===== src/rtl/basketball_pkg.sv =====
// Shared definitions for the basketball scoreboard sequencer: FSM encoding,
// scoreboard constants and the game-clock zero compare.
package basketball_pkg;

  typedef enum logic [2:0] {
    ST_IDLE      = 3'd0,
    ST_READY     = 3'd1,
    ST_RUN       = 3'd2,
    ST_PAUSE     = 3'd3,
    ST_SHOT_VIOL = 3'd4,
    ST_QTR_END   = 3'd5,
    ST_BREAK     = 3'd6,
    ST_GAME_OVER = 3'd7
  } state_t;

  localparam int SHOT_FULL    = 24;
  localparam int GAME_MINUTES = 12;
  localparam int SECONDS_TOP  = 59;

  function automatic logic clock_zero(input logic [3:0] minutes, input logic [5:0] seconds);
    return (minutes == 4'd0) && (seconds == 6'd0);
  endfunction

endpackage


===== src/rtl/buzzer_timer.sv =====
// Buzzer pulse generator: a load starts a BUZZ_CYCLES-long buzzer level, and
// done flags the final buzzing cycle so the owner can leave on the falling edge.
module buzzer_timer #(
  parameter int BUZZ_CYCLES = 3
) (
  input  logic clock,
  input  logic rst_n,
  input  logic load,
  output logic buzzer,
  output logic done
);

  logic [3:0] cnt_reg;

  always_ff @(posedge clock or negedge rst_n) begin
    if (!rst_n) begin
      cnt_reg <= 4'd0;
    end else if (load) begin
      cnt_reg <= 4'(BUZZ_CYCLES);
    end else if (cnt_reg != 4'd0) begin
      cnt_reg <= cnt_reg - 4'd1;
    end
  end

  assign buzzer = (cnt_reg != 4'd0);
  assign done   = (cnt_reg == 4'd1);

endmodule


===== src/rtl/game_period_controller.sv =====
// Game-flow sequencer driving the scoreboard timer strobes: quarters, breaks,
// halftime, shot-clock violations and the buzzer.
module game_period_controller
  import basketball_pkg::*;
#(
  parameter int NUM_QUARTERS  = 4,
  parameter int BREAK_SECS    = 15,
  parameter int HALFTIME_SECS = 30,
  parameter int BUZZ_CYCLES   = 3
) (
  input  logic       clock,
  input  logic       PB0_n,
  input  logic       start_p,
  input  logic       pause_p,
  input  logic       poss_change_p,
  input  logic       sec_tick,
  input  logic [3:0] minutes,
  input  logic [5:0] seconds,
  input  logic [4:0] shotclock,
  output logic       timer_reset,
  output logic       timer_run,
  output logic       shot_reset,
  output logic       shot_run,
  output logic       buzzer,
  output logic [2:0] quarter,
  output logic [2:0] state,
  output logic [5:0] break_cnt
);

  state_t     state_reg, state_next;
  logic [2:0] quarter_reg, quarter_next;
  logic [5:0] break_reg, break_next;
  logic       timer_reset_reg, timer_reset_next;
  logic       shot_reset_reg, shot_reset_next;
  logic       run_reg, run_next;
  logic       buzz_load, buzz_done;

  buzzer_timer #(.BUZZ_CYCLES(BUZZ_CYCLES)) u_buzzer (
    .clock  (clock),
    .rst_n  (PB0_n),
    .load   (buzz_load),
    .buzzer (buzzer),
    .done   (buzz_done)
  );

  always_ff @(posedge clock or negedge PB0_n) begin
    if (!PB0_n) begin
      state_reg       <= ST_IDLE;
      quarter_reg     <= 3'd1;
      break_reg       <= 6'd0;
      timer_reset_reg <= 1'b0;
      shot_reset_reg  <= 1'b0;
      run_reg         <= 1'b0;
    end else begin
      state_reg       <= state_next;
      quarter_reg     <= quarter_next;
      break_reg       <= break_next;
      timer_reset_reg <= timer_reset_next;
      shot_reset_reg  <= shot_reset_next;
      run_reg         <= run_next;
    end
  end

  always_comb begin
    state_next       = state_reg;
    quarter_next     = quarter_reg;
    break_next       = break_reg;
    timer_reset_next = 1'b0;
    shot_reset_next  = 1'b0;
    buzz_load        = 1'b0;

    case (state_reg)
      ST_IDLE: begin
        if (start_p) begin
          state_next       = ST_READY;
          timer_reset_next = 1'b1;
          shot_reset_next  = 1'b1;
        end
      end
      ST_READY: begin
        if (start_p) state_next = ST_RUN;
      end
      ST_RUN: begin
        // Status conditions outrank operator pulses in the same cycle.
        if (clock_zero(minutes, seconds)) begin
          state_next = ST_QTR_END;
          buzz_load  = 1'b1;
        end else if (shotclock == 5'd0) begin
          state_next = ST_SHOT_VIOL;
          buzz_load  = 1'b1;
        end else if (pause_p) begin
          state_next = ST_PAUSE;
        end else if (poss_change_p) begin
          shot_reset_next = 1'b1;
        end
      end
      ST_PAUSE: begin
        if (poss_change_p) shot_reset_next = 1'b1;
        if (start_p && !pause_p) state_next = ST_RUN;
      end
      ST_SHOT_VIOL: begin
        if (buzz_done) begin
          state_next      = ST_PAUSE;
          shot_reset_next = 1'b1;
        end
      end
      ST_QTR_END: begin
        if (buzz_done) begin
          if (quarter_reg == 3'(NUM_QUARTERS)) begin
            state_next = ST_GAME_OVER;
          end else begin
            state_next = ST_BREAK;
            break_next = (quarter_reg == 3'(NUM_QUARTERS / 2)) ? 6'(HALFTIME_SECS)
                                                               : 6'(BREAK_SECS);
          end
        end
      end
      ST_BREAK: begin
        if (start_p || break_reg == 6'd0) begin
          state_next       = ST_READY;
          break_next       = 6'd0;
          timer_reset_next = 1'b1;
          shot_reset_next  = 1'b1;
          if (quarter_reg < 3'(NUM_QUARTERS)) quarter_next = quarter_reg + 3'd1;
        end else if (sec_tick) begin
          break_next = break_reg - 6'd1;
        end
      end
      default: ;  // GAME_OVER holds until reset
    endcase

    run_next = (state_next == ST_RUN);
  end

  assign timer_reset = timer_reset_reg;
  assign shot_reset  = shot_reset_reg;
  assign timer_run   = run_reg;
  assign shot_run    = run_reg;
  assign quarter     = quarter_reg;
  assign state       = state_reg;
  assign break_cnt   = break_reg;

endmodule


===== config.mk =====
export PLATFORM = sky130hd
export DESIGN_NAME = game_period_controller
export DESIGN_NICKNAME = d
export VERILOG_FILES = /design/src/rtl/basketball_pkg.sv /design/src/rtl/buzzer_timer.sv /design/src/rtl/game_period_controller.sv
export SDC_FILE = /design/constraint.sdc
export NUM_CORES = 1
export LEC_CHECK = 0
export CORE_MARGIN = 2
export CORE_UTILIZATION = 42
export DETAILED_ROUTE_END_ITERATION = 10
export PLACE_DENSITY = 0.73
export SLEW_MARGIN = 20
export SYNTH_ARGS = -nofsm -noshare
export SYNTH_HDL_FRONTEND = slang
export SYNTH_HIERARCHICAL = 1
export SYNTH_SLANG_ARGS = --single-unit

===== constraint.sdc =====
create_clock -name clock -period 1.89 [get_ports clock]
set_clock_uncertainty 0.1 [all_clocks]
set_input_delay 0.2835 -clock clock [delete_from_list [all_inputs] [get_ports clock]]
set_output_delay 0.2835 -clock clock [all_outputs]
set_load 0.02 [all_outputs]

* Word level (Yosys, flattened, before mapping)
Index checks and enable logic that the tools add are counted.
Word-level totals: register bits 19, input port bits 21, word-level logic and storage cells 69
Operators by class: mux-type cells 31, equality and inequality tests 13, reduce and logical (&&, ||, !) cells 14, $add $sub $neg 3, magnitude comparators 1
Operators by type and width (number):
- $mux 3 | 9
- $mux 6 | 4
- $pmux 3 s7 | 1
- $eq 3x2->1 const B | 4
- $eq 3x3->1 const B | 4
- $logic_not 6->1 | 2
- $pmux 6 s2 | 1
- $mux 1 | 11
- $mux 4 | 2
- $sub 6x1->6 const B | 1
- $logic_not 5->1 | 1
- $mux 5 | 1
- $pmux 1 s5 | 1
- $eq 4x1->1 const B | 1
- $logic_not 4->1 | 1
- $ne 2x2->1 const B | 2
- $reduce_and 4->1 | 1
- $reduce_bool 2->1 | 2
- $reduce_bool 4->1 | 1
- $sub 4x1->4 const B | 1
- $add 3x1->3 const B | 1
- $eq 3x1->1 const B | 1
- $logic_not 3->1 | 1
- $lt 3x3->1 const B | 1
- 6 further kinds | 7

* Depth between registers and ports, before layout
depth after elaboration 5, mapped depth 8, depth with buffers taken out 8

* By module
The synthesis kept the hierarchy.
By module, submodules not included:
- game_period_controller | cells an instance 109, seq. area each 376.6 um2, area each 968.4 um2, instances 1
- buzzer_timer | cells an instance 25, seq. area each 100.1 um2, area each 260.2 um2, instances 1

* Least setup slack after synthesis
OpenSTA, ideal clock, no wires.
path kind register -> register, start register state_reg[1] (netlist: state[1]), end register u_buzzer.cnt_reg[3], period minus slack after synthesis 1.963 ns, required time 1.665 ns, stages on the path, launching flop included 7, buffers on the path 1, library setup time 0.125 ns, setup slack -0.073 ns, data arrival time 1.738 ns, cells stage by stage dfrtp_1 > buf_2 > inv_2 > or3_1 > nor2_1 > nor2b_1 > mux2_4
On the way: cells in the longest elaborated chain, start to end 3, elaborated cells on any way between the ends 4, classes of those cells 1 x eq/ne; 2 x mux; 1 x reduce/logical
Ends and longest elaborated chain:
- start: declaration | line game_period_controller.sv:30 | state_t state_reg, state_next;
- start signal: assignment | line game_period_controller.sv:55 | state_reg <= state_next;
- $eq 3x2->1 * | line game_period_controller.sv:72 | case (state_reg)
- $mux 1 * | line game_period_controller.sv:72
- net buzz_load | line game_period_controller.sv:36 | logic buzz_load, buzz_done;
- $mux 4 or $reduce_bool 2->1 (tied branches)
- end signal: assignment | line buzzer_timer.sv:19 | cnt_reg <= 4'(BUZZ_CYCLES);
- end signal: assignment | line buzzer_timer.sv:21 | cnt_reg <= cnt_reg - 4'd1;
- end: declaration | line buzzer_timer.sv:13 | logic [3:0] cnt_reg;
Mark *: on every way through the listed nets, which the timed path passes. The rest lies on a longest branch. A chain may end at the register's enable or synchronous reset.

* Worst setup path after layout
start register break_reg[3] (netlist: break_cnt[3]), end output break_cnt[3]
RTL lines:
- start: declaration | line game_period_controller.sv:32 | logic [5:0] break_reg, break_next;
- start signal: assignment | line game_period_controller.sv:57 | break_reg <= break_next;
- end: declaration | line game_period_controller.sv:27 | output logic [5:0] break_cnt
No word-level cell between the ends.

==> flow_summary.json <==
{
  "status": "finished with violations",
  "violations": "setup timing",
  "portBuffers": 37,
  "syn_to_final_growth_pct": 64.05,
  "yosys_warnings": 6,
  "layout-drive-gt1-share_pct": 35.24,
  "fp.coreArea_sq_um": 2758,
  "cts_max_level": 1,
  "drt_wl_total_um": 3633,
  "relSlewSlack_pct": 70.13,
  "yosys.area.top_type": "dfrtp_1",
  "start_util_pct": 44.56,
  "dpl_worst_slack_ps": -436.2,
  "cap_violations": 0,
  "cp.buffers_inverters": 1,
  "met1_usage_pct": 26.69,
  "dr.pass1.iters": 4,
  "ant_nets": 0,
  "diodes": 0,
  "synth_area_sq_um": 1229,
  "syn_area_per_cell_sq_um": 9.169,
  "clk_latency_ps": 300,
  "setup_viol": 1,
  "critical-path-slowest-cell": "clkdlybuf4s50_1",
  "via_count": 1305,
  "hp-class": "in2async",
  "nFillCells": 221,
  "grt_max_degree": 15,
  "grt.met3_usage_pct": 3.795,
  "busiest_layer": "met2",
  "rows": 19,
  "p_per_area_nw_per_um2": 1360,
  "synth.distinct_cells": 48,
  "cts_hold_buf": 0,
  "synth.most_common_cell": "dfrtp_1",
  "cts_tree": "done",
  "dp.final_hpwl_um": 2658,
  "dieArea_sq_um": 3374,
  "worstMarginPinSlew_ps": 446.6,
  "yosys-top-cells-count": "dfrtp_1, nor2_1, inv_1",
  "root_buffer": "clkbuf_4",
  "syn-num-nets": 161,
  "synthTopCellsByArea": "dfrtp_1, ha_1, nor2_1, a31oi_1, inv_1",
  "cp.arrival_ps": 1510,
  "power_mw": 2.740,
  "critPathKind": "reg2out",
  "post-route-period-util_pct": 100.1,
  "netlist_instances": 134,
  "drc": 0,
  "synth_top_cell_area_share_pct": 36.66,
  "chipWidth_um": 58.09,
  "max_freq_mhz": 528.5,
  "antenna_found_initial": 0,
  "rsz0062_at_grt": "yes",
  "cp.required_ps": 1510,
  "p_leak_nw": 0.9022,
  "grt_pass1_wl_um": 5651,
  "wl_per_cell_um": 15.07,
  "async_flop_share_pct": 100.0,
  "report.final.slew_viol_count": 0,
  "clock-sinks": 19,
  "ys_ff_latch": 19,
  "avgViaCountPerCell": 5.415,
  "worst_setup_path_end_kind": "primary output",
  "die_h_um": 58.09,
  "clock_path_buffers": 2,
  "grt_overflow_total": 0,
  "largest_reg_flops": 6,
  "ys.flop_type": "dfrtp_1",
  "nets": 238,
  "hold_viol": 0,
  "cp_max_fo": 6,
  "critPathLaunchType": "flop",
  "vdd_drop_max_v": 0.001073,
  "grt.met2_usage_pct": 37.34,
  "grt_use_total_pct": 21.54,
  "place.gp.congestion": 0.8476,
  "grt_pass1_vias": 1281,
  "critical_path.top_delay_family": "buffers and inverters",
  "synth_edf_count": 0,
  "seq_area_frac_synth_pct": 38.80,
  "io_pins": 38,
  "numCtsBuffers": 3,
  "path_clk_slew_ps": 110,
  "drt_iter0_drc": 24,
  "critPathMaxStageDelay_ps": 670,
  "path_cells": "clkdlybuf4s50_1",
  "period_needed_ps": 1892,
  "worst_slack_ps": -2.272
}
==> worst paths after layout <==
check                                    end          start  slack [ps]  cells past startpoint
worst max-delay path            break_cnt[3]   break_cnt[3]          -2                      1
worst min-delay path            break_cnt[0]          PB0_n         190                      1
worst max register to register  break_cnt[3]   break_cnt[3]          -2                      5
worst min register to register  break_cnt[5]   break_cnt[5]         460                      2
max in group asynchronous           state[2]          PB0_n         980                      2
min in group clock                shot_reset  poss_change_p         440                      3
==> per-stage QoR <==
stage	TNS (ps)	hold slack (ps)	instance area [sq um]	util, %	cells
after detailed placement	-3045	445.1	1879	68.15	231
after CTS	0	195.7	1919	69.60	235
after global placement	-2554	434.1	1879	68.15	231
after global routing	-421.9	201.2	2016	73.09	241
after floorplan	0	-112.1	1240	-	134
final	-2.272	185.9	2016	73.09	241
==> layout by cell type (no fill, tap or decap), types with 2 or more instances in the layout <==
cell,instances
buf_4,38
clkdlybuf4s50_1,26
dfrtp_1,15
nor2_1,14
inv_1,7
o21ai_1,7
a31oi_1,6
nand2_1,6
a21oi_1,5
inv_2,4
nand2b_1,4
nor2b_1,4
nand3_1,3
nor3_1,3
ha_1,3
clkbuf_4,3
dlymetal6s2s_1,3
clkbuf_2,3
dfrtp_2,3
nor3_2,2
or4_4,2
a21oi_2,2
o21a_1,2
a21o_1,2
nand3b_1,2
dlygate4sd2_1,2
clkdlybuf4s15_1,2
mux2i_1,2
ha_2,2
==> kinds of logic (layout without fill, tap and decap cells) <==
logic type	after synthesis	count (layout)	synth area share, %
flip-flops	19	19	38.80
adder cells (fa/ha/maj)	6	6	6.110
multiplexers	3	3	2.851
AO/OA/AOI/OAI	39	39	21.28
XOR/XNOR	1	1	0.7130
buffers and inverters	17	93	5.703
AND/OR/NAND/NOR	49	49	24.54
==> power breakdown <==
group | internal [mW] | switching [mW] | total (mW) | leakage [nW]
logic | 0.916 | 0.798 | 1.71 | 0.659
registers | 0.597 | 0.218 | 0.815 | 0.228
clock network | 0.0822 | 0.129 | 0.211 | 0.0150
==> routing by layer <==
metal | routed length [um] | vias to the layer above
met5 | 0 | -
met4 | 37 | 0
met3 | 252 | 4
met2 | 1821 | 52
met1 | 1521 | 618
li1 | - | 631
==> layout make-up <==
cell class	count	area (sq um)	area share [%]
Tap cell	31	38.79	1.924
Multi-Input combinational cell	98	753.2	37.37
Inverter	12	45.04	2.235
Clock buffer	4	26.28	1.304
Timing Repair Buffer	77	671.9	33.33
Sequential cell	19	480.5	23.84
==> timing repair <==
action / CTS / global route
resized for setup: 18 / 23
pin swaps: 5 / 8
hold endpoints to repair: 0 / 0
setup buffers: 0 / 6
endpoints found under the setup margin: 12 / 16
(Power assumes the default switching activity.)
